File: src/rtl/uart_tx_pkg.sv
// Shared types and line levels for the UART transmit path.
// Line levels are named so the FSM reads in terms of mark and space.
package uart_tx_pkg;

    typedef enum logic [2:0] {
        IDLE,
        START,
        DATA,
        PARITY,
        STOP
    } tx_state_t;

    localparam logic MARK  = 1'b1;
    localparam logic SPACE = 1'b0;

endpackage

File: src/rtl/tx_bit_timer.sv
// Bit-period timer: counts 1..CLKS_PER_BIT while enabled and restarts at 1 on clear.
// bit_end is registered and is high on the terminal-count cycle.
module tx_bit_timer #(
    parameter int unsigned CLKS_PER_BIT = 10
) (
    input  logic clk,
    input  logic n_rst,
    input  logic clear,
    input  logic enable,
    output logic bit_end
);

    localparam int unsigned    W    = $clog2(CLKS_PER_BIT + 1);
    localparam logic [W-1:0]   TERM = W'(CLKS_PER_BIT);
    localparam logic [W-1:0]   ONE  = W'(1);

    logic [W-1:0] cnt_q;
    logic [W-1:0] cnt_d;
    logic         bit_end_q;

    // Count values are for the cycle being entered, so bit_end lines up with cnt_q == TERM.
    always_comb begin
        cnt_d = '0;
        if (enable) begin
            if (clear || (cnt_q == TERM)) begin
                cnt_d = ONE;
            end else begin
                cnt_d = cnt_q + ONE;
            end
        end
    end

    always_ff @(posedge clk or negedge n_rst) begin
        if (!n_rst) begin
            cnt_q     <= '0;
            bit_end_q <= 1'b0;
        end else begin
            cnt_q     <= cnt_d;
            bit_end_q <= (cnt_d == TERM);
        end
    end

    assign bit_end = bit_end_q;

endmodule

File: src/rtl/uart_tx_serializer.sv
// UART transmitter: start bit, LSB-first data, optional even parity, 1 or 2 stop bits.
// All outputs are registered from next-state, so each takes effect in the cycle after the deciding edge.
module uart_tx_serializer
    import uart_tx_pkg::*;
#(
    parameter int unsigned CLKS_PER_BIT = 10,
    parameter int unsigned DATA_BITS    = 8,
    parameter int unsigned PARITY_EN    = 0,
    parameter int unsigned STOP_BITS    = 1
) (
    input  logic                 clk,
    input  logic                 n_rst,
    input  logic [DATA_BITS-1:0] tx_data,
    input  logic                 tx_start,
    output logic                 tx_ready,
    output logic                 tx_out,
    output logic                 tx_done
);

    localparam logic [2:0] LAST_DATA = 3'(DATA_BITS - 1);
    localparam logic [2:0] LAST_STOP = 3'(STOP_BITS - 1);

    tx_state_t            state_q, state_d;
    logic [DATA_BITS-1:0] shift_q, shift_d;
    logic [2:0]           idx_q, idx_d;
    logic                 parity_q, parity_d;
    logic                 out_q, out_d;
    logic                 ready_q, done_q, done_d;
    logic                 load;
    logic                 bit_end;

    tx_bit_timer #(
        .CLKS_PER_BIT (CLKS_PER_BIT)
    ) u_timer (
        .clk     (clk),
        .n_rst   (n_rst),
        .clear   (state_d != state_q),
        .enable  (state_d != IDLE),
        .bit_end (bit_end)
    );

    always_comb begin
        state_d  = state_q;
        shift_d  = shift_q;
        idx_d    = idx_q;
        parity_d = parity_q;
        done_d   = 1'b0;
        load     = 1'b0;
        out_d    = MARK;

        case (state_q)
            IDLE: begin
                if (tx_start) load = 1'b1;
            end
            START: begin
                if (bit_end) begin
                    state_d = DATA;
                    idx_d   = '0;
                end
            end
            DATA: begin
                if (bit_end) begin
                    shift_d = {1'b0, shift_q[DATA_BITS-1:1]};
                    if (idx_q == LAST_DATA) begin
                        state_d = (PARITY_EN != 0) ? PARITY : STOP;
                        idx_d   = '0;
                    end else begin
                        idx_d = idx_q + 3'd1;
                    end
                end
            end
            PARITY: begin
                if (bit_end) begin
                    state_d = STOP;
                    idx_d   = '0;
                end
            end
            STOP: begin
                if (bit_end) begin
                    if (idx_q == LAST_STOP) begin
                        done_d = 1'b1;
                        // A request waiting at the end of the last stop bit chains the next frame with no idle gap.
                        if (tx_start) begin
                            load = 1'b1;
                        end else begin
                            state_d = IDLE;
                        end
                    end else begin
                        idx_d = idx_q + 3'd1;
                    end
                end
            end
            default: state_d = IDLE;
        endcase

        if (load) begin
            shift_d  = tx_data;
            parity_d = ^tx_data;
            idx_d    = '0;
            state_d  = START;
        end

        case (state_d)
            START:   out_d = SPACE;
            DATA:    out_d = shift_d[0];
            PARITY:  out_d = parity_d;
            default: out_d = MARK;
        endcase
    end

    always_ff @(posedge clk or negedge n_rst) begin
        if (!n_rst) begin
            state_q  <= IDLE;
            shift_q  <= '0;
            idx_q    <= '0;
            parity_q <= 1'b0;
            out_q    <= MARK;
            ready_q  <= 1'b1;
            done_q   <= 1'b0;
        end else begin
            state_q  <= state_d;
            shift_q  <= shift_d;
            idx_q    <= idx_d;
            parity_q <= parity_d;
            out_q    <= out_d;
            ready_q  <= (state_d == IDLE);
            done_q   <= done_d;
        end
    end

    assign tx_out   = out_q;
    assign tx_ready = ready_q;
    assign tx_done  = done_q;

endmodule
File: config.mk
export PLATFORM = sky130hd
export DESIGN_NAME = uart_tx_serializer
export DESIGN_NICKNAME = d
export VERILOG_FILES = /design/src/rtl/uart_tx_pkg.sv /design/src/rtl/tx_bit_timer.sv /design/src/rtl/uart_tx_serializer.sv
export SDC_FILE = /design/constraint.sdc
export NUM_CORES = 1
export LEC_CHECK = 0
export ABC_AREA = 1
export BUFFER_PORTS_ARGS = -buffer_cell sky130_fd_sc_hd__buf_2
export CAP_MARGIN = 40
export CORE_MARGIN = 5
export CORE_UTILIZATION = 57
export DETAILED_ROUTE_END_ITERATION = 7
export HOLD_SLACK_MARGIN = 0.12
export PLACE_DENSITY = 0.77
export REMOVE_ABC_BUFFERS = 1
export SYNTH_ARGS = -nofsm -noshare
export SYNTH_HDL_FRONTEND = slang
export SYNTH_SLANG_ARGS = --single-unit
File: constraint.sdc
create_clock -name clk -period 2 [get_ports clk]
set_clock_uncertainty 0.15 [all_clocks]
set_input_delay 0.6 -clock clk [delete_from_list [all_inputs] [get_ports clk]]
set_output_delay 0.6 -clock clk [all_outputs]
set_load 0.01 [all_outputs]
# ---- After elaboration in Yosys (flattened, before gate mapping)
# Cells that the tools add are included.
dict set report word_totals {
  ff_bits 23
  elab_cells 69
  input_bits 11
  out_inout_bits 3
}
dict set report classes {
  n_eq_ne 15
  n_mux 30
  n_addsub 2
  reduce_logical 12
}
# cell n
set ops {}
lappend ops {{3-bit 2-to-1 mux} 14}
lappend ops {{8-bit 2-to-1 mux} 3}
lappend ops {{3-bit case mux with 5 select lines} 1}
lappend ops {{3-bit by 2-bit == test with 1-bit output, second input constant} 4}
lappend ops {{3-bit logical NOT} 3}
lappend ops {{3-bit case mux with 3 select lines} 1}
lappend ops {{4-bit == test, second input constant} 2}
lappend ops {{4-bit 2-to-1 mux} 2}
lappend ops {{8-bit parity} 1}
lappend ops {{1-bit 2-to-1 mux} 7}
lappend ops {{3-bit by 1-bit == test with 1-bit output, second input constant} 2}
lappend ops {{3-bit == test, second input constant} 2}
lappend ops {{3-bit by 2-bit inequality test with 1-bit output, second input constant} 2}
lappend ops {{5-bit AND reduction} 1}
lappend ops {{4-bit by 1-bit adder with 4-bit output, second input constant} 1}
lappend ops {{2-bit nonzero test} 2}
lappend ops {{4-bit nonzero test} 1}
lappend ops {{3-bit by 1-bit adder with 3-bit output, second input constant} 1}
lappend ops {{3-bit by 1-bit inequality test with 1-bit output, second input constant} 1}
lappend ops {{3-bit inequality test} 1}
lappend ops {{3-bit inequality test, second input constant} 1}
lappend ops {{1-bit case mux with 3 select lines} 1}
lappend ops {{3-bit nonzero test} 1}
lappend ops {{1-bit case mux with 2 select lines} 1}
lappend ops {{3 further kinds} 3}

# ---- Depth between registers and ports, before layout
dict set report logic_depth {
  depth_word 10
  mapped_depth 12
}

# ---- Cells and area by module
# Synthesis repeated with hierarchy kept, for this count alone.
dict set report unflattened {
  hier_cells 200
  hier_area_um2 1455.1
}
# module area_each_um2 n_inst cells_each
set by_module_without_submodules {}
lappend by_module_without_submodules {uart_tx_serializer 1176.1 1 165}
lappend by_module_without_submodules {tx_bit_timer 279.0 1 35}

# ---- Worst setup path after synthesis
# No wires, ideal clock.
dict set report synth_timing {
  path_type {register -> register}
  startpoint {register idx_q[0]}
  endpoint {register parity_q}
  arrival_time_ps 1334
  stages_incl_launch_ff 9
  t_required_ps 1731
  setup_time_ps 119
  n_path_buf 0
  setup_slack_ps 397
  cell_sequence {dfrtp_1 inv_1 ha_1 nand3_4 nand2_2 nand2_4 inv_2 or2_2 and2_1}
}
dict set report synth_between {
  elab_chain_cells 5
}
# element line_no
set synth_lines {}
lappend synth_lines {{from (decl)} uart_tx_serializer.sv:25} ;# logic [2:0] idx_q, idx_d;
lappend synth_lines {{from (signal assigned)} uart_tx_serializer.sv:123} ;# idx_q <= idx_d;
lappend synth_lines {{3-bit logical NOT} uart_tx_serializer.sv:80} ;# if (idx_q == LAST_STOP) begin
lappend synth_lines {{1-bit 2-to-1 mux} uart_tx_serializer.sv:80}
lappend synth_lines {{1-bit 2-to-1 mux} uart_tx_serializer.sv:79} ;# if (bit_end) begin
lappend synth_lines {{1-bit case mux with 2 select lines} uart_tx_serializer.sv:51} ;# case (state_q)
lappend synth_lines {{1-bit 2-to-1 mux} uart_tx_serializer.sv:96} ;# if (load) begin
lappend synth_lines {{named net parity_d} uart_tx_serializer.sv:26} ;# logic parity_q, parity_d;
lappend synth_lines {{to (signal assigned)} uart_tx_serializer.sv:124} ;# parity_q <= parity_d;
lappend synth_lines {{to (decl)} uart_tx_serializer.sv:26}
# The timed path passes the listed nets, and every way through them passes these cells.
# A chain may end at the register's enable or synchronous reset.

# ---- Final worst setup path
# Ends and elaborated chain as after synthesis.

==> flow_summary_export.csv <==
group,metric,value,unit
yosys,ys_seq_area_share,42.6,%
floorplanning,fp-row-count,17,
yosys,synth_top_cell_by_area,"dfrtp_1",
placement,gp_congestion,0.809,
status,status,"finished clean",
worst_setup_path,slowest_delay,0.40,ns
timing,worst_pin_slew,0.494,ns
yosys,synth_xor_area_share,5.17,%
timing,setup_tns,0,ns
timing,grt_setup_unrepaired,"false",
worst_hold_path,hp-class,"input pin to flip-flop",
cells_and_area,fillCellCount,205,
worst_setup_path,worstPathMaxFanout,11,
yosys,synth-main-ff-cell,"dfrtp_1",
yosys,synthCells,160,
floorplanning,start_util,60.7,%
pwr,p_leak,0.755,nW
timing,min_period,1.83,ns
routing,drt-initial-drc-count,24,
routing,wl_per_cell,11.5,µm
floorplanning,pin_count,14,
clocking,h-tree-depth,1,
floorplanning,dieArea,3460,µm²
yosys,synth_area_leaders,"dfrtp_1 39%, nand2_1 8.0%, inv_1 6.1%",
timing,setup_viol,0,
routing,viasPerCell,5.02,
clocking,clkSinkCount,23,
yosys,synth_top_family_by_area,"simple AND/OR/NAND/NOR gates",
floorplanning,coreArea,2230,µm²
timing,hold_viol_final,0,
clocking,post_cts_buffers,0,
yosys,yosys_warnings,0,
cells_and_area,final_cell_mix,"29 x nand2_1, 22 x inv_1, 21 x dfrtp_1",
grt,overflow,0,
worst_setup_path,worst-setup-path-type,"flip-flop to flip-flop",
yosys,synthArstFlopShare,100,%
floorplanning,die_y,58.8,µm
worst_setup_path,start_kind,"flip-flop",
routing,dr.pass1.iters,4,
worst_setup_path,cpMaxStageDelayCell,"dfrtp_1",
placement,portBuffers,13,
worst_setup_path,cp-end-kind,"flip-flop",
cells_and_area,layout.nets,193,
yosys,ys_types,26,
grt,grt_max_degree,24,
pwr,p_per_area,1210,nW/µm²
grt,grt.total_usage,15.4,%
clocking,root_buffer,"clkbuf_4",
yosys,synth_fa_ha_area_share,4.61,%
clocking,cts_tree,"done",
timing,slew_violations,0,
timing,timing.slew.headroom,67.1,%
yosys,synth.avg_cell_area,8.48,µm²
flow_run,max_cap_viol_count,0,
yosys,yosys.area_share.simple,30.4,%
clocking,path_clk_slew,0.12,ns
cells_and_area,antenna_cells,0,
routing,ant_nets,0,
clocking,numCtsBuffers,3,
floorplanning,die_w,58.8,µm
timing,finalCritPeriodShare,91.4,%
worst_setup_path,critPathTopFamily,"simple AND/OR/NAND/NOR gates",
grt,antenna_found_initial,0,
yosys,synth_compound_area_share,7.75,%
routing,via_count,1024,
worst_setup_path,crit_chain,"inv_1 -> ha_1 -> nand3_4 -> nand2_2 -> nand2_4 -> inv_2 -> or2_2 -> and2_1",
yosys,muxShareOfSynthArea,0,%
pwr,finalPower,1.78,mW
cells_and_area,drive_above_1_share,26.1,%
worst_setup_path,critical_path_arrival,1.88,ns
routing,drc,0,
yosys,synth_top_area_share,38.7,%
pwr,vdd_drop_max,857,µV
clocking,cts.path.max_buffers,2,
placement,dp_hpwl,1880,µm
cells_and_area,syn_to_final_growth,8.49,%
grt,grt_pass1_wl,4220,µm
yosys,synth_edf_count,0,
grt,grt_pass1_vias,996,
routing,routed_wl,2360,µm
yosys,ys_ff_latch,23,
worst_setup_path,required,2.06,ns
timing,fmax,547,MHz
clocking,clk-insertion-delay-late,0.30,ns
cells_and_area,final_common_cell,"nand2_1",
worst_setup_path,worstPathBufferInverterCount,2,
yosys,syn-cell-area,1360,µm²
[cell usage after synthesis, types with 3 or more instances]
cell,number
inv_2,6
ha_1,5
nand3_1,13
xnor2_1,6
inv_1,22
o21ai_0,6
o221ai_1,5
dfrtp_1,21
o211ai_1,3
nor2_2,3
nand2_1,29
nor2_1,13
nand2_2,8
nor2_4,3
[cells by family (layout without fill, tap and decap cells)]
| group | count (synthesis) | in the layout |
|---|---|---|
| buf+inv | 30 | 46 |
| flops | 23 | 23 |
| simple gates | 79 | 79 |
| fa+ha+maj | 5 | 5 |
| xor+xnor | 8 | 8 |
| compound gates | 15 | 15 |
[where the power goes]
part	leakage (nW)	total (mW)	switching [mW]	internal [mW]
clock	0.0177	0.209	0.134	0.0746
combinational	0.450	0.820	0.495	0.325
sequential	0.287	0.754	0.0996	0.655
total	0.755	1.78	0.728	1.05
[layout make-up]
type | count | area (µm²) | area share [%]
multi-input combinational | 107 | 651 | 44.2
sequential | 23 | 578 | 39.3
inverter | 28 | 105 | 7.14
timing repair buffer | 14 | 75.1 | 5.10
tap | 28 | 35.0 | 2.38
clock buffer | 3 | 22.5 | 1.53
clock inverter | 1 | 5.00 | 0.340
[worst register-to-register path, cell delays in order (launching register included)]
cell and delay, ns:
dfrtp_1 0.40, inv_1 0.07, ha_1 0.24, nand3_4 0.10, nand2_2 0.07, nand2_4 0.12
inv_2 0.12, or2_2 0.30, and2_1 0.16
[worst paths after layout]
kind,startpoint,end,slack [ns],cells past startpoint
worst max-delay path,idx_q[0],parity_q,0.17,8
worst min-delay path,tx_data[7],shift_q[7],0.38,3
worst max register to register,idx_q[0],parity_q,0.17,8
worst min register to register,shift_q[1],shift_q[1],0.40,2
max in group asynchronous,n_rst,tx_out,0.72,2
min in group asynchronous,n_rst,idx_q[0],0.62,2
[state kept, by name (all words and copies together), names as in the netlist]
signal	cells
tx_out	1
parity_q	1
tx_done	1
state_q	3
u_timer.cnt_q	4
tx_ready	1
shift_q	8
idx_q	3
u_timer.bit_end	1
[metal layers]
metal  GRT usage [%]  share of wire [%]  vias up
met5               0                  0        -
li1                -                  -      537
met3            2.63                4.5        4
met1            21.5                 47      464
met2            24.6                 47       19
met4            4.21                1.1        0
[metrics by stage]
stage                     setup slack, ns  cells  hold WS [ns]  util [%]  instance area, µm²
final                               0.173    204         0.376      65.9                1470
after global routing               0.0754    204         0.384      65.9                1470
after CTS                           0.159    204         0.373      65.9                1470
after detailed placement            0.184    199         0.380      64.2                1430
after global placement              0.246    199         0.376      64.2                1430
after floorplan                     0.333    158         0.154         -                1330
[timing repair]
item / 4_1_cts / 5_1_grt
hold endpoints to repair: 21 / 0
hold buffers: 1 / 0
resized for setup: 0 / 0
Note: power is estimated with default switching activity, not from simulation.
